File: config.mk
export PLATFORM = sky130hd
export DESIGN_NAME = pipelined_adder_flat
export DESIGN_NICKNAME = d
export VERILOG_FILES = /design/src/rtl/pipelined_adder_if.sv /design/src/rtl/pipelined_adder.sv /design/src/flat_wrapper.sv
export SDC_FILE = /design/constraint.sdc
export NUM_CORES = 1
export LEC_CHECK = 0
export CAP_MARGIN = 20
export CORE_MARGIN = 2
export CORE_UTILIZATION = 36
export CTS_CLUSTER_SIZE = 14
export DETAILED_ROUTE_END_ITERATION = 10
export SYNTH_ARGS = -nofsm -noshare
export SYNTH_HDL_FRONTEND = slang
export SYNTH_SLANG_ARGS = --single-unit
File: constraint.sdc
create_clock -name clk -period 9.47 [get_ports clk]
set_input_delay 2.3675 -clock clk [delete_from_list [all_inputs] [get_ports clk]]
set_output_delay 2.3675 -clock clk [all_outputs]
set_load 0.02 [all_outputs]
File: src/rtl/pipelined_adder_if.sv
// Handshake bundle for pipelined_adder: operation in, result out.
// Producer drives through master, the adder consumes through slave.
interface pipelined_adder_if #(
  parameter int WIDTH = 64
);
  logic             in_valid;
  logic             in_ready;
  logic [WIDTH-1:0] inA;
  logic [WIDTH-1:0] inB;
  logic             cin;
  logic             sub;
  logic             out_valid;
  logic             out_ready;
  logic [WIDTH-1:0] addSum;
  logic             cout;
  logic             overflow;
  logic             zero;
  logic             negative;

  modport master (
    output in_valid, inA, inB, cin, sub,
    output out_ready,
    input  in_ready, out_valid, addSum,
    input  cout, overflow, zero, negative
  );

  modport slave (
    input  in_valid, inA, inB, cin, sub,
    input  out_ready,
    output in_ready, out_valid, addSum,
    output cout, overflow, zero, negative
  );
endinterface

File: src/rtl/pipelined_adder.sv
// Skewed add/sub pipeline, one SW-bit carry-linked slice per stage.
// Define PIPE_ADDER_FLAGS_EN to build overflow/zero/negative flags.
module pipelined_adder #(
  parameter int WIDTH  = 64,
  parameter int STAGES = 4
) (
  input  logic              clk,
  input  logic              reset,
  pipelined_adder_if.slave  bus
);
  localparam int SW = WIDTH / STAGES;
  localparam int L  = STAGES - 1;

  logic [STAGES-1:0] v;
  logic [STAGES-1:0] ld;
  logic [STAGES-1:0] nv;
  logic [STAGES-1:0] rc;
  logic [STAGES-1:0] sc;
  logic [STAGES-1:0] nc;
  logic [WIDTH-1:0]  ra [STAGES];
  logic [WIDTH-1:0]  rb [STAGES];
  logic [WIDTH-1:0]  rs [STAGES];
  logic [WIDTH-1:0]  sa [STAGES];
  logic [WIDTH-1:0]  sb [STAGES];
  logic [WIDTH-1:0]  ss [STAGES];
  logic [WIDTH-1:0]  ns [STAGES];
  logic [SW:0]       part;
  logic              go;

  assign bus.in_ready  = !v[L] || bus.out_ready;
  assign bus.out_valid = v[L];
  assign bus.addSum    = rs[L];
  assign bus.cout      = rc[L];

  // A stage loads when empty or when the stage after it loads.
  always_comb begin
    ld    = '0;
    go    = !v[L] || bus.out_ready;
    ld[L] = go;
    for (int k = L - 1; k >= 0; k--) begin
      go    = !v[k] || go;
      ld[k] = go;
    end
  end

  always_comb begin
    sa[0] = bus.inA;
    sb[0] = bus.sub ? ~bus.inB : bus.inB;
    sc[0] = bus.sub | bus.cin;
    ss[0] = '0;
    nv[0] = bus.in_valid && bus.in_ready;
    for (int k = 1; k < STAGES; k++) begin
      sa[k] = ra[k-1];
      sb[k] = rb[k-1];
      sc[k] = rc[k-1];
      ss[k] = rs[k-1];
      nv[k] = v[k-1];
    end
  end

  always_comb begin
    part = '0;
    nc   = '0;
    ns   = ss;
    for (int k = 0; k < STAGES; k++) begin
      part = {1'b0, sa[k][k*SW +: SW]}
           + {1'b0, sb[k][k*SW +: SW]}
           + {{SW{1'b0}}, sc[k]};
      ns[k][k*SW +: SW] = part[SW-1:0];
      nc[k] = part[SW];
    end
  end

  always_ff @(posedge clk) begin
    if (reset) begin
      v  <= '0;
      rc <= '0;
      for (int k = 0; k < STAGES; k++) begin
        ra[k] <= '0;
        rb[k] <= '0;
        rs[k] <= '0;
      end
    end else begin
      for (int k = 0; k < STAGES; k++) begin
        if (ld[k]) begin
          v[k]  <= nv[k];
          ra[k] <= sa[k];
          rb[k] <= sb[k];
          rs[k] <= ns[k];
          rc[k] <= nc[k];
        end
      end
    end
  end

`ifdef PIPE_ADDER_FLAGS_EN
  logic rovf;
  logic rzero;
  logic rneg;
  logic msb_cin;

  // Carry into the MSB recovered from the MSB sum bit.
  assign msb_cin = sa[L][WIDTH-1] ^ sb[L][WIDTH-1]
                 ^ ns[L][WIDTH-1];

  always_ff @(posedge clk) begin
    if (reset) begin
      rovf  <= 1'b0;
      rzero <= 1'b0;
      rneg  <= 1'b0;
    end else if (ld[L]) begin
      rovf  <= msb_cin ^ nc[L];
      rzero <= (ns[L] == '0);
      rneg  <= ns[L][WIDTH-1];
    end
  end

  assign bus.overflow = rovf;
  assign bus.zero     = rzero;
  assign bus.negative = rneg;
`else
  assign bus.overflow = 1'b0;
  assign bus.zero     = 1'b0;
  assign bus.negative = 1'b0;
`endif
endmodule

File: src/flat_wrapper.sv
// flat-port wrapper written by rule: the top's interface ports become plain ports
module pipelined_adder_flat 
#(
  parameter int WIDTH  = 64,
  parameter int STAGES = 4
)
  (clk, reset, bus_in_valid, bus_inA, bus_inB, bus_cin, bus_sub, bus_out_ready, bus_in_ready, bus_out_valid, bus_addSum, bus_cout, bus_overflow, bus_zero, bus_negative);
  pipelined_adder_if #(.WIDTH(WIDTH)) bus_i ();
  input  logic clk;
  input  logic reset;
  input wire logic [$bits(bus_i.in_valid)-1:0] bus_in_valid;
  input wire logic [$bits(bus_i.inA)-1:0] bus_inA;
  input wire logic [$bits(bus_i.inB)-1:0] bus_inB;
  input wire logic [$bits(bus_i.cin)-1:0] bus_cin;
  input wire logic [$bits(bus_i.sub)-1:0] bus_sub;
  input wire logic [$bits(bus_i.out_ready)-1:0] bus_out_ready;
  output wire logic [$bits(bus_i.in_ready)-1:0] bus_in_ready;
  output wire logic [$bits(bus_i.out_valid)-1:0] bus_out_valid;
  output wire logic [$bits(bus_i.addSum)-1:0] bus_addSum;
  output wire logic [$bits(bus_i.cout)-1:0] bus_cout;
  output wire logic [$bits(bus_i.overflow)-1:0] bus_overflow;
  output wire logic [$bits(bus_i.zero)-1:0] bus_zero;
  output wire logic [$bits(bus_i.negative)-1:0] bus_negative;
  assign bus_i.in_valid = bus_in_valid;
  assign bus_i.inA = bus_inA;
  assign bus_i.inB = bus_inB;
  assign bus_i.cin = bus_cin;
  assign bus_i.sub = bus_sub;
  assign bus_i.out_ready = bus_out_ready;
  assign bus_in_ready = bus_i.in_ready;
  assign bus_out_valid = bus_i.out_valid;
  assign bus_addSum = bus_i.addSum;
  assign bus_cout = bus_i.cout;
  assign bus_overflow = bus_i.overflow;
  assign bus_zero = bus_i.zero;
  assign bus_negative = bus_i.negative;
  pipelined_adder #(.WIDTH(WIDTH), .STAGES(STAGES)) u_core (.clk(clk), .reset(reset), .bus(bus_i));
endmodule
# Yosys cells after proc, flatten, opt, wreduce, memory -nomap -nowiden
# Memories as Yosys holds them, arrays and structs flattened.
# Cells that the tools add are included.
classes:
  bitwise_logic: 14
  mul: 0
  eq_ne: 0
  n_shift: 0
  order_cmp: 0
  n_div: 0
  n_reduce_logical: 9
  muxes: 27
  add_sub_neg: 8
ops:
  columns: ["op", "n"]
  rows:
  - ["$mux 64", 13]
  - ["$add 16x16->17", 4]
  - ["$add 17x1->17", 4]
  - ["$not 64->64", 1]
  - ["$mux 1", 14]
  - ["$or 1x1->1", 13]
  - ["$logic_not 1->1", 4]
  - ["$logic_or 1x1->1", 4]
  - ["$logic_and 1x1->1", 1]
totals:
  n_memories: 3
  ramBits: 768
  rom_bits: 0
  regBits: 8
  input_bits: 134
  wordCells: 69
  output_inout_bits: 70
  latchBits: 0
memory_table:
  columns: ["memory", "words", "word_bits", "rd", "rd_clocked_by_memory_dff", "wr", "line_no", "text"]
  rows:
  - ["u_core.ra", 4, 64, 3, 0, 4, "pipelined_adder.sv:20", "logic [WIDTH-1:0] ra [STAGES];"]
  - ["u_core.rb", 4, 64, 3, 0, 4, "pipelined_adder.sv:21", "logic [WIDTH-1:0] rb [STAGES];"]
  - ["u_core.rs", 4, 64, 4, 0, 4, "pipelined_adder.sv:22", "logic [WIDTH-1:0] rs [STAGES];"]

# Logic depth before layout (Yosys ltp)
depth:
  depth_word: 9
  ltp_mapped: 11
  depth_no_buf: 9

# Worst setup path after synthesis
# OpenSTA, ideal clock, no wires.
synth_path:
  path_type: "input-to-reg"
  startpoint: "input port bus_out_ready"
  endpoint: "memory u_core.ra[0][16], enable pin"
  required_ps: 8452
  stages: 5
  arrival_ps: 4945
  setup_slack_ps: 3507
  setup_time_ps: 1018
  cell_sequence: "nor2b_1 -> and2_1 -> nand2_1 -> nor2_1 -> nand2_1"
synth_lines:
  columns: ["item", "line_no", "text"]
  rows:
  - ["from (decl)", "flat_wrapper.sv:16", "input wire logic [$bits(bus_i.out_ready)-1:0] bus_out_ready;"]
  - ["to (decl)", "pipelined_adder.sv:20", null]

# Worst setup path in the final report
layout_path:
  startpoint: "input port bus_out_ready"
  endpoint: "output port bus_in_ready"
layout_via:
  elab_chain_len: 1
layout_rtl:
  columns: ["item", "line_no", "text"]
  rows:
  - ["$logic_or 1x1->1", "pipelined_adder.sv:30", "assign bus.in_ready = !v[L] || bus.out_ready;"]
  - ["to (decl)", "flat_wrapper.sv:17", "output wire logic [$bits(bus_i.in_ready)-1:0] bus_in_ready;"]
# Every way passes these cells.

==> results.json <==
{
  "reg2regPathDepth": 6,
  "synthCells": 1278,
  "yosys.area.top_type_share_pct": 63.3,
  "vdd_drop_max_uv": 89.3,
  "initial_core_util_pct": 36.6,
  "layout_common_cells": "edfxtp_1 (352), and2_1 (250), clkdlybuf4s50_1 (199)",
  "postCtsSetupBuffers": 0,
  "viasPerCell": 4.68,
  "synthArstFlopShare_pct": 0,
  "cts_resized": 0,
  "antenna_found_initial": 2,
  "critPathLaunchType": "input pin",
  "place_congestion": 0.869,
  "stdcell_area_um2": 20600,
  "p_per_area_nw_per_um2": 182,
  "hp-class": "flip-flop to flip-flop",
  "cts_buffer_depth": 3,
  "timing.hold.ws_ns": 0.482,
  "clk_latency_ns": 0.55,
  "max_freq_mhz": 148,
  "cap_viol_max_count": 0,
  "yosysTopAreaCell": "edfxtp_1",
  "rsz0062_at_grt": "false",
  "r2r-start": "u_core.v[3]",
  "fin_crit_ns": 6.73,
  "crit_arrival_ns": 4.37,
  "critPathSlowestCell": "nor2b_1",
  "die_h_um": 219,
  "r2r-end": "u_core.rs[0][5]",
  "drt.antenna.violating_nets": 0,
  "fin_skew_ns": 0.0168,
  "placed_cell_area_um2": 19400,
  "ios": 204,
  "required_ns": 7.10,
  "r2r_slack_ns": 6.08,
  "mostFrequentLayoutCell": "edfxtp_1",
  "final_util_pct": 45.2,
  "finalCritPeriodShare_pct": 71.1,
  "path_delay_family": "buffers and inverters",
  "slew_headroom_pct": 34.2,
  "cp.buffers_inverters": 3,
  "grt_overflow": 0,
  "synth-seq-cells": 360,
  "outcome": "complete, no violations",
  "grt_max_degree": 65,
  "cp_max_fo": 8,
  "portBuffers": 200,
  "syn_to_final_growth_pct": 23.3,
  "die_area_um2": 48100,
  "ys.flop_type": "edfxtp_1",
  "critical_path_class": "input pin to primary output",
  "wl_per_cell_um": 16.0,
  "p_leak_nw": 8.25,
  "min_path_cells": 2,
  "grt_pass1_vias": 9972,
  "cpPeakStageDelay_ns": 0.77,
  "drt_iter0_markers": 566,
  "die_w_um": 219,
  "vias": 9833,
  "firstDrtPassIters": 4,
  "synth_area_um2": 16700,
  "num-nets-final": 1676,
  "synth_edf_count": 352,
  "fin_tns_setup_ns": 0,
  "finalSetupViolations": 0,
  "drt_wl_total_um": 33600,
  "min_to": "u_core.v[2]",
  "maxSlewViolCount": 0,
  "finalHoldViolCount": 0,
  "postCtsHoldBufs": 0,
  "worst_pin_slew_ns": 0.985,
  "ys_warn_count": 0,
  "drc": 0,
  "grt_usage_pct": 14.2,
  "numCtsBuffers": 40,
  "clkTransAtPathRegs_ns": 0.06,
  "synth_area_leaders": "edfxtp_1 (63%), and2_1 (9.4%), ha_1 (4.5%), xnor2_1 (3.6%), nor2_1 (2.9%)",
  "syn_area_per_cell_um2": 13.1,
  "cts_max_level": 2,
  "dp_hpwl_um": 23300,
  "min_from": "u_core.v[1]",
  "crit_chain": "clkdlybuf4s50_1 > nor2b_1 > inv_1 > clkdlybuf4s50_1",
  "rows": 78,
  "crit_top_cell": "clkdlybuf4s50_1",
  "clockRootBuffer": "clkbuf_16",
  "synth_seq_area_share_pct": 64.2,
  "tritoncts": "done",
  "drive_gt1_share_pct": 5.80,
  "clock_sinks": 360,
  "synth_cell_types": 65,
  "grt_pass1_wl_um": 52700,
  "fp.coreArea_um2": 45600,
  "end_kind": "primary output"
}
area by class of cell:
type / count / area (µm²)
fill: 4204 / 25000
clock buffer: 48 / 1050
multi-input combinational: 837 / 5690
sequential: 360 / 10700
antenna: 1 / 2.50
clock inverter: 20 / 183
timing repair buffer: 210 / 2090
inverter: 25 / 96.3
tap: 600 / 751
report_power, final:
group / switching (mW) / internal [mW]
combinational: 0.199 / 0.191
clock: 0.600 / 0.871
sequential: 0.0251 / 1.85
routing by layer:
layer | vias up | part of all wire (%) | GRT usage [%]
li1 | 4931 | - | -
met1 | 4658 | 41 | 17.0
met2 | 190 | 51 | 25.2
met3 | 54 | 4.5 | 2.51
met4 | 0 | 2.7 | 5.59
met5 | - | 0 | 0
registers in the layout, indices dropped and copies added, names as in the netlist:
signal,flops
u_core.rs,160
u_core.ra,96
u_core.rb,96
u_core.rc,4
u_core.v,4
metrics by stage:
step           power [mW]  worst slack (ns)  instances
2_1_floorplan        2.15              3.51       1280
3_3_place_gp         2.30              2.80       2031
3_5_place_dp         2.31              2.80       2032
4_1_cts              3.79              2.80       2100
5_1_grt              3.89              2.64       2100
6_report             3.74              2.74       2101
synthesized netlist by cell type (all sizes together) (6+ instances only):
master	instances
nand3	14
nand2	41
o31ai	7
inv	25
clkbuf	38
edfxtp	352
nor3	14
nand2b	7
a211oi	10
o21ai	34
a21o	20
and2	250
a21oi	53
dfxtp	8
xnor2	68
ha	60
nor2	127
o21a	13
nand4	8
fa	8
nor2b	6
buf	20
xor2	32
cell families after synthesis:
kind of cell	Yosys count	share of synthesized area (%)
AND/OR/NAND/NOR	486	15.6
adder cells (fa/ha/maj)	68	5.45
XOR/XNOR	100	5.24
other	1	0.0225
multiplexers	3	0.180
AO/OA/AOI/OAI	177	7.21
flip-flops	360	64.2
buffers and inverters	83	2.07
worst reg2reg max path, cell delays in order, from the launching register on:
cell	delay, ns
dfxtp_1	0.35
nor2b_1	0.79
and2_1	0.37
nand2_1	0.15
nor2_1	0.32
nand2_4	0.41
buf_4	0.52
worst max path at each step:
stage | startpoint | endpoint | slack (ns) | cells past startpoint
2_1_floorplan | bus_out_ready | u_core.ra[0][16] | 3.51 | 5
6_report | bus_out_ready | bus_in_ready | 2.74 | 4
3_5_place_dp | bus_out_ready | bus_in_ready | 2.80 | 4
4_1_cts | bus_out_ready | bus_in_ready | 2.80 | 4
5_1_grt | bus_out_ready | bus_in_ready | 2.64 | 4
3_3_place_gp | bus_out_ready | bus_in_ready | 2.80 | 4
Note: power is estimated with default switching activity, not from simulation.
